===== config.mk =====
export PLATFORM = sky130hd
export DESIGN_NAME = shift_add_multiplier
export DESIGN_NICKNAME = d
export VERILOG_FILES = /design/src/rtl/dh_arith_pkg.sv /design/src/rtl/shift_add_multiplier.sv
export SDC_FILE = /design/constraint.sdc
export NUM_CORES = 1
export LEC_CHECK = 0
export BUFFER_PORTS_ARGS = -buffer_cell sky130_fd_sc_hd__clkbuf_2
export CORE_ASPECT_RATIO = 1.2
export CORE_MARGIN = 2
export CORE_UTILIZATION = 30
export DETAILED_ROUTE_END_ITERATION = 16
export MAX_ROUTING_LAYER = met4
export SLEW_MARGIN = 10
export SYNTH_ARGS = -nofsm -noshare
export SYNTH_HDL_FRONTEND = slang
export SYNTH_SLANG_ARGS = --single-unit

===== constraint.sdc =====
create_clock -name clk -period 7.2 [get_ports clk]
set_clock_uncertainty 0.05 [all_clocks]
set_input_delay 1.44 -clock clk [delete_from_list [all_inputs] [get_ports clk]]
set_output_delay 1.44 -clock clk [all_outputs]
set_load 0.005 [all_outputs]

===== src/rtl/dh_arith_pkg.sv =====
// Shared constants and types for the Diffie-Hellman arithmetic datapath.
// Used by both the shift-add multiplier and the restoring divider.
package dh_arith_pkg;

  localparam int DH_WIDTH = 16;
  localparam int DH_CNT_W = $clog2(DH_WIDTH + 1);

  typedef enum logic {
    IDLE = 1'b0,
    BUSY = 1'b1
  } dh_state_e;

  function automatic int cnt_width(input int w);
    return $clog2(w + 1);
  endfunction

endpackage


===== src/rtl/shift_add_multiplier.sv =====
// Sequential unsigned shift-and-add multiplier, WIDTH cycles per product.
// SHIFT_ADD_MULTIPLIER_EARLY_EXIT_EN: finish once multiplier bits run out.
module shift_add_multiplier
  import dh_arith_pkg::*;
#(
  parameter int WIDTH = DH_WIDTH
) (
  input  logic             clk,
  input  logic             rst,
  input  logic             start,
  input  logic [WIDTH-1:0] multiplicand,
  input  logic [WIDTH-1:0] multiplier,
  output logic [2*WIDTH-1:0] product,
  output logic             ready,
  output logic             done
);

  localparam int CW = cnt_width(WIDTH);
  localparam int PW = 2 * WIDTH;

  dh_state_e        state;
  logic [PW-1:0]    acc;
  logic [PW-1:0]    mcand_sh;
  logic [WIDTH-1:0] mplier_sh;
  logic [CW-1:0]    bitc;

  logic [PW-1:0]    acc_sum;
  logic [WIDTH-1:0] mplier_nx;
  logic [CW-1:0]    bitc_nx;
  logic             last;

  // One step of the add/shift datapath and its completion test
  always_comb begin
    acc_sum   = acc;
    if (mplier_sh[0])
      acc_sum = acc + mcand_sh;
    mplier_nx = mplier_sh >> 1;
    bitc_nx   = bitc - CW'(1);
`ifdef SHIFT_ADD_MULTIPLIER_EARLY_EXIT_EN
    last = (bitc_nx == '0) || (mplier_nx == '0);
`else
    last = (bitc_nx == '0);
`endif
  end

  // Two-state FSM; start always (re)loads, even mid-operation
  always_ff @(posedge clk) begin
    if (rst) begin
      state     <= IDLE;
      acc       <= '0;
      mcand_sh  <= '0;
      mplier_sh <= '0;
      bitc      <= '0;
      product   <= '0;
      ready     <= 1'b1;
      done      <= 1'b0;
    end else begin
      done <= 1'b0;
      if (start) begin
        state     <= BUSY;
        acc       <= '0;
        mcand_sh  <= {{WIDTH{1'b0}}, multiplicand};
        mplier_sh <= multiplier;
        bitc      <= CW'(WIDTH);
        ready     <= 1'b0;
      end else begin
        unique case (state)
          BUSY: begin
            acc       <= acc_sum;
            mcand_sh  <= mcand_sh << 1;
            mplier_sh <= mplier_nx;
            bitc      <= bitc_nx;
            if (last) begin
              product <= acc_sum;
              ready   <= 1'b1;
              done    <= 1'b1;
              state   <= IDLE;
            end
          end
          IDLE: begin
          end
        endcase
      end
    end
  end

endmodule

==> results.sh <==
export IMPL_synth_xor_area_share=0.0423
export IMPL_path_cells="clkbuf_2 -> buf_4 -> inv_1 -> nand3_1 -> nor2_1 -> a2111oi_0"
export IMPL_ys_flop_type="dfxtp_1"
export IMPL_drc_errors=0
export IMPL_synth_most_common_cell="nor2_1"
export IMPL_hold_viol=0
export IMPL_syn_area_sq_um=6630
export IMPL_wirelength_mm=17.6
export IMPL_netlist_instances=804
export IMPL_htreeDepth=4
export IMPL_slowest_delay_ns=0.87
export IMPL_r2r_slack_ns=3.75
export IMPL_cp_top_family="simple AND/OR/NAND/NOR gates"
export IMPL_antenna_cells=0
export IMPL_cts_tree="built"
export IMPL_post_route_cell_area_sq_um=7830
export IMPL_postCtsHoldBufs=0
export IMPL_synth_avg_cell_area_sq_um=8.24
export IMPL_maxSlewViolCount=0
export IMPL_cts_root_buf="clkbuf_16"
export IMPL_critPathCaptureType="flop"
export IMPL_synth_area_leaders="dfxtp_1 36%, mux2i_1 8.8%, nor2_1 7.9%"
export IMPL_relSlewSlack=0.273
export IMPL_synthMuxAreaShare=0.0899
export IMPL_place_congestion=0.965
export IMPL_die_w_um=140
export IMPL_placed_cell_area_sq_um=7180
export IMPL_cp_arrival_ns=3.88
export IMPL_seq_area_frac_synth=0.363
export IMPL_nets=917
export IMPL_utilization=0.361
export IMPL_synth_top_family_by_area="compound AO/OA/AOI/OAI gates"
export IMPL_yosys_warnings=0
export IMPL_place_inst=1103
export IMPL_fmax_mhz=275
export IMPL_rows=59
export IMPL_syn2layout_area_growth_pct=18.2
export IMPL_ir_worst_vdd_v=0.000164
export IMPL_antenna_left=0
export IMPL_grt_pass1_wl_mm=29.4
export IMPL_yosysTopAreaCell="dfxtp_1"
export IMPL_num_vias=5764
export IMPL_stdcell_count=1135
export IMPL_synth_seq_cells=120
export IMPL_nFillCells=2276
export IMPL_crit_path_max_fanout=66
export IMPL_rsz0062_at_grt="false"
export IMPL_worst_pin_slew_ns=1.09
export IMPL_clk_pin_slew_ns=0.06
export IMPL_finalCritPeriodShare=0.505
export IMPL_layout_drive_gt1_share=0.148
export IMPL_synth_nets=873
export IMPL_period_needed_ns=3.64
export IMPL_cts_buffers=17
export IMPL_viasPerCell=5.08
export IMPL_antenna_found_initial=0
export IMPL_dr_first_iter_drc_count=303
export IMPL_slowest_stage="nand3_1"
export IMPL_critPathRequiredTime_ns=7.44
export IMPL_yosys_area_top_type_share=0.363
export IMPL_power_leakage_nw=3.19
export IMPL_power_density_nw_per_um2=224
export IMPL_post_cts_resized=0
export IMPL_maxCapViolations=0
export IMPL_synth_top_cells_by_count="140 x nor2_1, 120 x dfxtp_1, 92 x a21oi_1, 59 x nand2_1, 58 x mux2i_1"
export IMPL_dp_hpwl_mm=12.4
export IMPL_tns_ns=0
export IMPL_start_util=0.305
export IMPL_insertion_delay_ns=0.43
export IMPL_whs_ns=0.416
export IMPL_die_h_um=167
export IMPL_setup_viol=0
export IMPL_start_kind="input port"
export IMPL_ios=69
export IMPL_status="finished clean"
export IMPL_synth_fa_ha_area_frac=0.0653
export IMPL_path_class="in2reg"
export IMPL_coreArea_sq_um=21700
export IMPL_grt_total_usage=0.161
export IMPL_grt_pass1_vias=5739
export IMPL_grt_max_degree=67
export IMPL_synth_distinct_cells=65
export IMPL_die_area_sq_um=23300
export IMPL_crit_buf_inv=3
export IMPL_ys_async_sr_fraction=0
export IMPL_firstDrtPassIters=5
export IMPL_synth_compound_area_share=0.230
export IMPL_cts_sinks=120
export IMPL_min_path_type="reg2reg"
export IMPL_postCtsSetupBuffers=0
export IMPL_synth_edf_count=0
export IMPL_grt_ovfl_total=0
export IMPL_clock_path_buffers=2
export IMPL_wl_per_cell_um=15.5
export IMPL_synth_simple_area_share=0.172
export IMPL_port_buffers=68
[through the flow]
| step | total power, mW | setup slack, ns |
|---|---|---|
| 2_1_floorplan | 0.798 | 4.44 |
| 3_3_place_gp | 0.834 | 3.30 |
| 3_5_place_dp | 0.835 | 3.14 |
| 4_1_cts | 1.77 | 3.56 |
| 5_1_grt | 1.83 | 3.25 |
| 6_report | 1.75 | 3.56 |
[layer usage]
metal / up-vias / GRT usage / part of all wire
met1: 2662 / 0.207 / 0.48
met3: 11 / 0.0339 / 0.045
met2: 124 / 0.256 / 0.47
li1: 2967 / - / -
met5: - / - / 0
met4: 0 / 0.0439 / 0.0078
[tightest hold or removal path, cell delays in order (launching register included)]
cell,delay [ns]
dfxtp_1,0.31
nand2_1,0.06
a21oi_1,0.05
[sequential cells by signal, summed over array words and instances (netlist names)]
name / count
acc: 32
bitc: 5
done: 1
mcand_sh: 32
mplier_sh: 16
product: 32
ready: 1
state: 1
[cell families (layout without fill, tap and decap cells)]
group,count (synthesis),after routing
XOR/XNOR,32,32
AO/OA/AOI/OAI,232,232
AND/OR/NAND/NOR,261,261
multiplexers,59,59
buffers and inverters,66,123
adder cells (fa/ha/maj),34,34
flip-flops,120,120
[final timing paths]
| check | from | endpoint | cells after the start |
|---|---|---|---|
| hold / removal | product[4]$_SDFFE_PP0P_ | product[4]$_SDFFE_PP0P_ | 2 |
| setup / recovery | start | product[30]$_SDFFE_PP0P_ | 6 |
| hold reg to reg | product[4]$_SDFFE_PP0P_ | product[4]$_SDFFE_PP0P_ | 2 |
| setup reg to reg | acc[0]$_SDFFE_PP0P_ | product[30]$_SDFFE_PP0P_ | 10 |
[cells in the final DEF (no fill, tap or decap), types with 9 or more instances in the layout]
master     synthesis  routed
dfxtp_1          120     119
o21bai_1           9       9
a21oi_1           92      92
o21ai_0           28      28
inv_1             15      15
a211oi_1          30      30
nand3_1           14      14
nand2_1           59      59
nor2_1           140     140
mux2i_1           58      58
clkbuf_16          0      18
a21o_1            15      15
xor2_1            13      13
a31oi_1           12      12
xnor2_1           19      19
clkbuf_2           1      68
ha_1              33      33
[power breakdown]
part	total [mW]	internal, mW	switching [mW]	leakage (nW)
sequential	0.697	0.680	0.0169	0.975
clock	0.930	0.612	0.318	0.319
combinational	0.124	0.0504	0.0739	1.90
[final cells by class]
type	count	area, sq um	area share
multi-input combinational	618	3970	0.507
tap	274	343	0.0438
clock inverter	13	190	0.0243
timing repair buffer	76	400	0.0511
sequential	120	2410	0.307
inverter	15	56.3	0.00719
clock buffer	19	464	0.0593
Note: power is estimated with default switching activity, not from simulation.
